--- config.mk ---
export PLATFORM = sky130hd
export DESIGN_NAME = gate_bist_controller
export DESIGN_NICKNAME = d
export VERILOG_FILES = /design/src/rtl/gate_bist_controller.sv
export SDC_FILE = /design/constraint.sdc
export NUM_CORES = 1
export LEC_CHECK = 0
export BUFFER_PORTS_ARGS = -buffer_cell sky130_fd_sc_hd__buf_2
export CAP_MARGIN = 20
export CORE_MARGIN = 2
export CORE_UTILIZATION = 54
export CTS_CLUSTER_SIZE = 24
export DETAILED_ROUTE_END_ITERATION = 12
export HOLD_SLACK_MARGIN = 0.05
export PLACE_DENSITY_LB_ADDON = 0.15
export SYNTH_ARGS = -nofsm -noshare
export SYNTH_HDL_FRONTEND = slang
export SYNTH_SLANG_ARGS = --single-unit
--- constraint.sdc ---
create_clock -name clk -period 2.3 [get_ports clk]
set_input_delay 0.46 -clock clk [delete_from_list [all_inputs] [get_ports clk]]
set_output_delay 0.46 -clock clk [all_outputs]
set_load 0.005 [all_outputs]
--- src/rtl/gate_bist_controller.sv ---
// Built-in self-test controller for the AND/OR/NOT gate unit: applies ab = 00..11,
// waits SETTLE_CYCLES per vector, checks x/y/z and records per-vector/per-gate failures.
module gate_bist_controller #(
    parameter int unsigned SETTLE_CYCLES = 1
) (
    input  logic       clk,
    input  logic       rst,
    input  logic       start,
    input  logic       x_in,
    input  logic       y_in,
    input  logic       z_in,
    output logic       a_out,
    output logic       b_out,
    output logic       busy,
    output logic       done,
    output logic       pass,
    output logic [3:0] err_vec,
    output logic [2:0] fail_gate,
    output logic [2:0] fail_count
);

    typedef enum logic [1:0] {
        IDLE,
        SETTLE,
        CHECK,
        FINISH
    } state_t;

    localparam logic [3:0] SETTLE_LAST = 4'(SETTLE_CYCLES - 1);

    state_t     state_q, state_d;
    logic [1:0] vec_q, vec_d;
    logic [3:0] settle_q, settle_d;
    logic       a_q, a_d;
    logic       b_q, b_d;
    logic       busy_q, busy_d;
    logic       done_q, done_d;
    logic       pass_q, pass_d;
    logic [3:0] err_vec_q, err_vec_d;
    logic [2:0] fail_gate_q, fail_gate_d;
    logic [2:0] fail_count_q, fail_count_d;

    logic       start_run;
    logic [2:0] mismatch;

    assign start_run = start && (state_q == IDLE || state_q == FINISH);

    // Per-gate mismatch against the truth table of the currently applied vector: {z, y, x}
    assign mismatch = {z_in ^ ~a_q, y_in ^ (a_q | b_q), x_in ^ (a_q & b_q)};

    always_ff @(posedge clk or posedge rst) begin
        if (rst) begin
            state_q      <= IDLE;
            vec_q        <= '0;
            settle_q     <= '0;
            a_q          <= 1'b0;
            b_q          <= 1'b0;
            busy_q       <= 1'b0;
            done_q       <= 1'b0;
            pass_q       <= 1'b0;
            err_vec_q    <= '0;
            fail_gate_q  <= '0;
            fail_count_q <= '0;
        end else begin
            state_q      <= state_d;
            vec_q        <= vec_d;
            settle_q     <= settle_d;
            a_q          <= a_d;
            b_q          <= b_d;
            busy_q       <= busy_d;
            done_q       <= done_d;
            pass_q       <= pass_d;
            err_vec_q    <= err_vec_d;
            fail_gate_q  <= fail_gate_d;
            fail_count_q <= fail_count_d;
        end
    end

    always_comb begin
        state_d = state_q;
        case (state_q)
            IDLE, FINISH: begin
                if (start_run) state_d = SETTLE;
            end
            SETTLE: begin
                if (settle_q == SETTLE_LAST) state_d = CHECK;
            end
            CHECK: begin
                state_d = (vec_q == 2'd3) ? FINISH : SETTLE;
            end
            default: state_d = IDLE;
        endcase
    end

    always_comb begin
        vec_d        = vec_q;
        settle_d     = settle_q;
        a_d          = a_q;
        b_d          = b_q;
        busy_d       = busy_q;
        done_d       = done_q;
        pass_d       = pass_q;
        err_vec_d    = err_vec_q;
        fail_gate_d  = fail_gate_q;
        fail_count_d = fail_count_q;
        case (state_q)
            IDLE, FINISH: begin
                if (start_run) begin
                    vec_d        = '0;
                    settle_d     = '0;
                    a_d          = 1'b0;
                    b_d          = 1'b0;
                    busy_d       = 1'b1;
                    done_d       = 1'b0;
                    pass_d       = 1'b0;
                    err_vec_d    = '0;
                    fail_gate_d  = '0;
                    fail_count_d = '0;
                end
            end
            SETTLE: begin
                settle_d = settle_q + 4'd1;
            end
            CHECK: begin
                if (|mismatch) begin
                    err_vec_d    = err_vec_q | (4'b0001 << vec_q);
                    fail_gate_d  = fail_gate_q | mismatch;
                    fail_count_d = fail_count_q + 3'd1;
                end
                if (vec_q != 2'd3) begin
                    vec_d        = vec_q + 2'd1;
                    {a_d, b_d}   = vec_q + 2'd1;
                    settle_d     = '0;
                end else begin
                    busy_d = 1'b0;
                    done_d = 1'b1;
                    // pass must reflect the update made by this final check
                    pass_d = (fail_count_q == 3'd0) && !(|mismatch);
                end
            end
            default: ;
        endcase
    end

    assign a_out      = a_q;
    assign b_out      = b_q;
    assign busy       = busy_q;
    assign done       = done_q;
    assign pass       = pass_q;
    assign err_vec    = err_vec_q;
    assign fail_gate  = fail_gate_q;
    assign fail_count = fail_count_q;

endmodule

== Word level (Yosys, flattened, before mapping) ==
Index checks and enable logic that the tools add are counted.

* Bits in registers: 23
* Output and inout bits: 15

* Bitwise gates (word level): 8
* Eq/ne operators: 10
* Mux-type cells: 29
* Add/subtract/negate cells: 3
* Reductions and logical operators: 15
* Shift operators: 1

{| class="wikitable"
|+ Operators by type and width
! cell !! number
|-
| $mux 4 || 3
|-
| $ne 2x2->1 const B || 6
|-
| $pmux 3 s2 || 2
|-
| $pmux 4 s3 || 1
|-
| $mux 2 || 5
|-
| $pmux 1 s2 || 5
|-
| $mux 3 || 3
|-
| $reduce_and 3->1 || 3
|-
| $pmux 4 s2 || 1
|-
| $mux 1 || 7
|-
| $eq 2x2->1 const B || 3
|-
| $pmux 2 s3 || 1
|-
| $add 4x1->4 const B || 1
|-
| $logic_not 4->1 || 1
|-
| $or 4x4->4 || 1
|-
| $pmux 2 s2 || 1
|-
| $reduce_and 2->1 || 2
|-
| $shl 1x2->4 const A || 1
|-
| $add 3x1->3 const B || 1
|-
| $logic_not 3->1 || 1
|-
| $or 3x3->3 || 1
|-
| $reduce_or 3->1 || 1
|-
| $xor 1x1->1 || 3
|-
| $add 2x1->2 const B || 1
|-
| 10 further kinds || 11
|}

== Longest topological paths before layout ==
* Depth in word-level cells: 7
* Gate-level depth with buffers: 7
* Mapped depth without buffers: 6

== Worst setup path after synthesis ==
No wires, ideal clock.

* Path kind: reg2reg
* From: register vec_q[1]
* To: register err_vec_q[3] (netlist: err_vec[3])
* Required time: 2171 ps
* Setup time: 129 ps
* Cell stages (with the launch flop): 8
* Setup slack: 490 ps
* Clock period less this slack: 1810 ps
* Buffers on the path: 2
* Arrival: 1681 ps
* Cells stage by stage: dfrtp_1 -> ha_1 -> buf_6 -> xor2_1 -> or3_4 -> buf_6 -> a31oi_1 -> a21oi_1

* Cells in the longest elaborated chain, start to end: 4

{| class="wikitable"
|+ RTL lines
! item !! RTL line !! text
|-
| start: declaration || 32 || <nowiki>logic [1:0] vec_q, vec_d;</nowiki>
|-
| start signal: assignment || 66 || <nowiki>vec_q <= vec_d;</nowiki>
|-
| $shl 1x2->4 || 126 || <nowiki>err_vec_d = err_vec_q | (4'b0001 << vec_q);</nowiki>
|-
| $or 4x4->4 || 126 ||
|-
| $mux 4 || 125 || <nowiki>if (|mismatch) begin</nowiki>
|-
| $pmux 4 s2 || 106 || <nowiki>case (state_q)</nowiki>
|-
| end signal: assignment || 73 || <nowiki>err_vec_q <= err_vec_d;</nowiki>
|-
| end: declaration || 39 || <nowiki>logic [3:0] err_vec_q, err_vec_d;</nowiki>
|}

No other way between the ends. The select of a mux whose other input is x is not followed.
A chain may end at the register's enable or synchronous reset.

== Final worst setup path ==
* From: register vec_q[1]
* To: register pass_q (netlist: pass)

* Cells in the longest elaborated chain, start to end: 3

{| class="wikitable"
|+ RTL lines
! item !! RTL line !! text
|-
| $ne 2x2->1 || 130 || <nowiki>if (vec_q != 2'd3) begin</nowiki>
|-
| $ne 2x2->1 (no source line) || - ||
|-
| $reduce_and 3->1 (no source line) || - ||
|-
| end signal: assignment || 72 || <nowiki>pass_q <= pass_d;</nowiki>
|-
| end: declaration || 38 || <nowiki>logic pass_q, pass_d;</nowiki>
|}

No other way between the ends.

==> summary by stage <==
Yosys
The netlist uses 30 different library cells. The share of the synthesized area in the top cell type is about 43%. The largest area contributor in the netlist is sky130_fd_sc_hd__dfrtp_1. The synthesized netlist occupies a cell area of 1225 um2. The number of nets in the synthesized netlist is between 100 and 150. The share of the Yosys chip area taken by registers is 42.90%. The mean instance size in the synthesized netlist is about 9.4 um2. In this run, synthesis produced a sequential element count of 21. In the post-synthesis netlist, the biggest area contributors are sky130_fd_sc_hd__dfrtp_1 43%, sky130_fd_sc_hd__ha_1 11%, sky130_fd_sc_hd__a21oi_1 5.7%. The number of instances in the synthesized netlist is around 130. During synthesis, Yosys emitted a total of 0 warnings.

Die
After floorplanning, the core was divided into 17 placement rows. The die boundary width is roughly 52 um. The core region is ~2200 um2. The floorplan step defined a die boundary enclosing 2665 um2. 21 I/O pins were placed. The effective utilization at floorplan is between 50% and 60%. The die is 51.63 um tall.

Place
The placer's final routability congestion estimate is between 0.8 and 0.9. During placement, the flow inserted port buffers numbering 20. Summed over all nets, the half-perimeter wirelength after detailed placement is about 1800 um.

Routing
The average routed wire per standard cell is 13.75 um. The count of TritonRoute iterations in the first routing pass is 4. The vias per cell is roughly 5.6.

The total wire length is approximately 2500 um. The first-iteration detailed-routing DRC count is 20. The via total after detailed routing is a little under 1000. After detailed routing, the number of remaining DRC violations is 0. In this run the remaining antenna-violating nets after routing total 0.

Cells and area
In the layout the commonest cells are 21 x sky130_fd_sc_hd__dfrtp_1, 20 x sky130_fd_sc_hd__buf_2, 15 x sky130_fd_sc_hd__nand2_1. The register area is 525.5 um2. The fill cell instance count of the final layout is ~190.

0 antenna diodes ended up in the layout. The area growth from synthesis to layout is 11.24%. The area of the multi-input gates is 623.1 um2. The net count of the finished layout is approximately 170. The fraction of layout cells with a size suffix above 1 is between 20% and 30%. The final cell utilization of the core is a little over three fifths. The library cell used most frequently in the layout, excluding fill and tap cells, is sky130_fd_sc_hd__dfrtp_1.

Clock tree
The root buffer cell chosen for the clock tree is sky130_fd_sc_hd__clkbuf_4. No sink is reached through more buffers than the 2 on the longest clock path. The total of hold buffers inserted after clock tree synthesis is 0. TritonCTS built the clock tree. For this design, the sink count on the clock tree is 21. The number of buffers inserted during clock tree synthesis is 3. The number of setup buffers added after CTS is 0. The clock reaches the later pin of the worst-skew pair after about 0.30 ns.

CTS built an H-tree with a depth of 1. The post-cts sizing count is 0. Clock-pin slew was measured on the worst setup and hold paths at 0.12 ns.

Timing
The clock skew after layout is approximately 0.0015 ns. The share of the clock period used by the worst path after layout is between 80% and 90%. The final setup violation count is 0. The slew at the pin with the worst max-slew slack is about 0.8 ns.

On the final layout, the worst hold slack is 0.2927 ns. Setup repair after global routing left no endpoint under its margin. For the finished layout, the period the worst path requires is around 2 ns. Timing would allow up to 506.2 MHz. The final-report hold violation count is 0.

The max-slew violation count is 0. Summed over all failing endpoints, the final setup total negative slack is 0 ns. The worst pin sits at a relative slew slack of 45.78%.

Flow run
The tool flagged a number of max-cap violations equal to 0.

Critical path
The startpoint type of the worst setup path is a flip-flop. The worst reg-to-reg path cell count is 4. In this run the worst path has a maximum fanout of 11. In this run the critical register-to-register path is captured at pass.

The kind of critical path is flip-flop to flip-flop. The arrival time reported for the critical path endpoint is about 2.2 ns. The critical path capture point type is a flip-flop. The startpoint identified for the worst register-to-register timing path is vec_q[1]. For flop-to-flop paths, the worst setup slack is around 0.32 ns. The critical path data required time is 2.51 ns.

Global route
The via count of the first global-routing pass was ~950. The remaining global-route overflow is 0. The pin count of the biggest net entering global routing is 22. The number of antenna violations at the first check in global routing is 0. The wire length of the first global-routing pass is between 4000 and 5000 um. The overall fraction of global-route tracks in use is a little over a fifth.

Power and ir drop
IR analysis of the VDD net gives a maximum drop of ~550 uV. The total design power is ~1.4 mW. Summed over all cells, the static leakage comes to just under 0.7 nW. The power per cell area is ~1100 nW/um2.

Hold path
The worst min-delay path class is input port to asynchronous set/reset pin.

Status
The run finished with clean final reports.
state kept, by name, summed over array words and instances (netlist names), 2 cells and up:
name / flops
settle_q: 4
vec_q: 2
state_q: 2
fail_count: 3
fail_gate: 3
err_vec: 4
synth_stat cells:
cell type,n
sky130_fd_sc_hd__a21oi_1,14
sky130_fd_sc_hd__a221o_1,1
sky130_fd_sc_hd__a22o_1,3
sky130_fd_sc_hd__a31oi_1,4
sky130_fd_sc_hd__and2_1,1
sky130_fd_sc_hd__buf_1,1
sky130_fd_sc_hd__buf_2,1
sky130_fd_sc_hd__buf_6,2
sky130_fd_sc_hd__clkbuf_1,2
sky130_fd_sc_hd__dfrtp_1,21
sky130_fd_sc_hd__ha_1,11
sky130_fd_sc_hd__inv_1,10
sky130_fd_sc_hd__mux2_2,1
sky130_fd_sc_hd__mux2i_1,1
sky130_fd_sc_hd__nand2_1,15
sky130_fd_sc_hd__nand2b_1,1
sky130_fd_sc_hd__nand3_1,2
sky130_fd_sc_hd__nand4_1,4
sky130_fd_sc_hd__nor2_1,10
sky130_fd_sc_hd__nor2b_1,4
sky130_fd_sc_hd__nor3_1,1
sky130_fd_sc_hd__nor3b_1,1
sky130_fd_sc_hd__o211ai_2,3
sky130_fd_sc_hd__o21ai_0,9
sky130_fd_sc_hd__o21ai_1,2
sky130_fd_sc_hd__o31ai_1,1
sky130_fd_sc_hd__o41ai_2,1
sky130_fd_sc_hd__or3_4,1
sky130_fd_sc_hd__xnor2_1,2
sky130_fd_sc_hd__xor2_1,1
how the worst max path moves through the flow:
stage	cells past startpoint	to	slack, ns	startpoint
after floorplan	7	err_vec[3]	0.49	vec_q[1]
after global placement	4	pass	0.46	vec_q[1]
after detailed placement	4	pass	0.35	vec_q[1]
after CTS	4	pass	0.32	vec_q[1]
after global routing	4	pass	0.25	vec_q[1]
final	4	pass	0.32	vec_q[1]
metrics by stage:
stage	setup WS (ns)	area [um2]	cells
5_1_grt	0.2506	1363	179
3_5_place_dp	0.3478	1336	175
4_1_cts	0.3207	1363	179
6_report	0.3244	1363	179
2_1_floorplan	0.4899	1225	131
3_3_place_gp	0.4605	1336	175
final cells by class:
cell class	instances	share of cell area, %
clock buffer	4	1.928
inverter	10	2.755
multi-input combinational	94	45.73
sequential	21	38.57
tap	28	2.571
timing repair buffer	22	8.448
logic make-up after synthesis:
| family | after synthesis | synth area share (%) |
|---|---|---|
| muxes | 2 | 1.736 |
| and+or+nand+nor | 40 | 15.53 |
| xor gates and xnor gates | 3 | 2.145 |
| adders and majority gates | 11 | 11.24 |
| buffers and inverters | 16 | 6.231 |
| AOI/OAI and AO/OA | 38 | 20.23 |
| DFF | 21 | 42.90 |
routing by layer:
layer,vias to the layer above,global-route usage [%],part of all wire (%)
li1,492,-,-
met1,473,29.81,46
met2,26,35.04,48
met3,4,4.023,5.0
met4,0,5.263,0.89
met5,-,0,0
critical path, stage by stage (launching register included):
cell and delay, ns:
sky130_fd_sc_hd__dfrtp_1 0.49, sky130_fd_sc_hd__ha_1 0.36, sky130_fd_sc_hd__xor2_1 0.23, sky130_fd_sc_hd__or3_4 0.49, sky130_fd_sc_hd__o41ai_2 0.32
report_power, final:
group	switching (mW)	total, mW	internal, mW
sequential	0.0878	0.540	0.453
clock	0.113	0.181	0.0676
combinational	0.435	0.723	0.288
(Power assumes the default switching activity.)
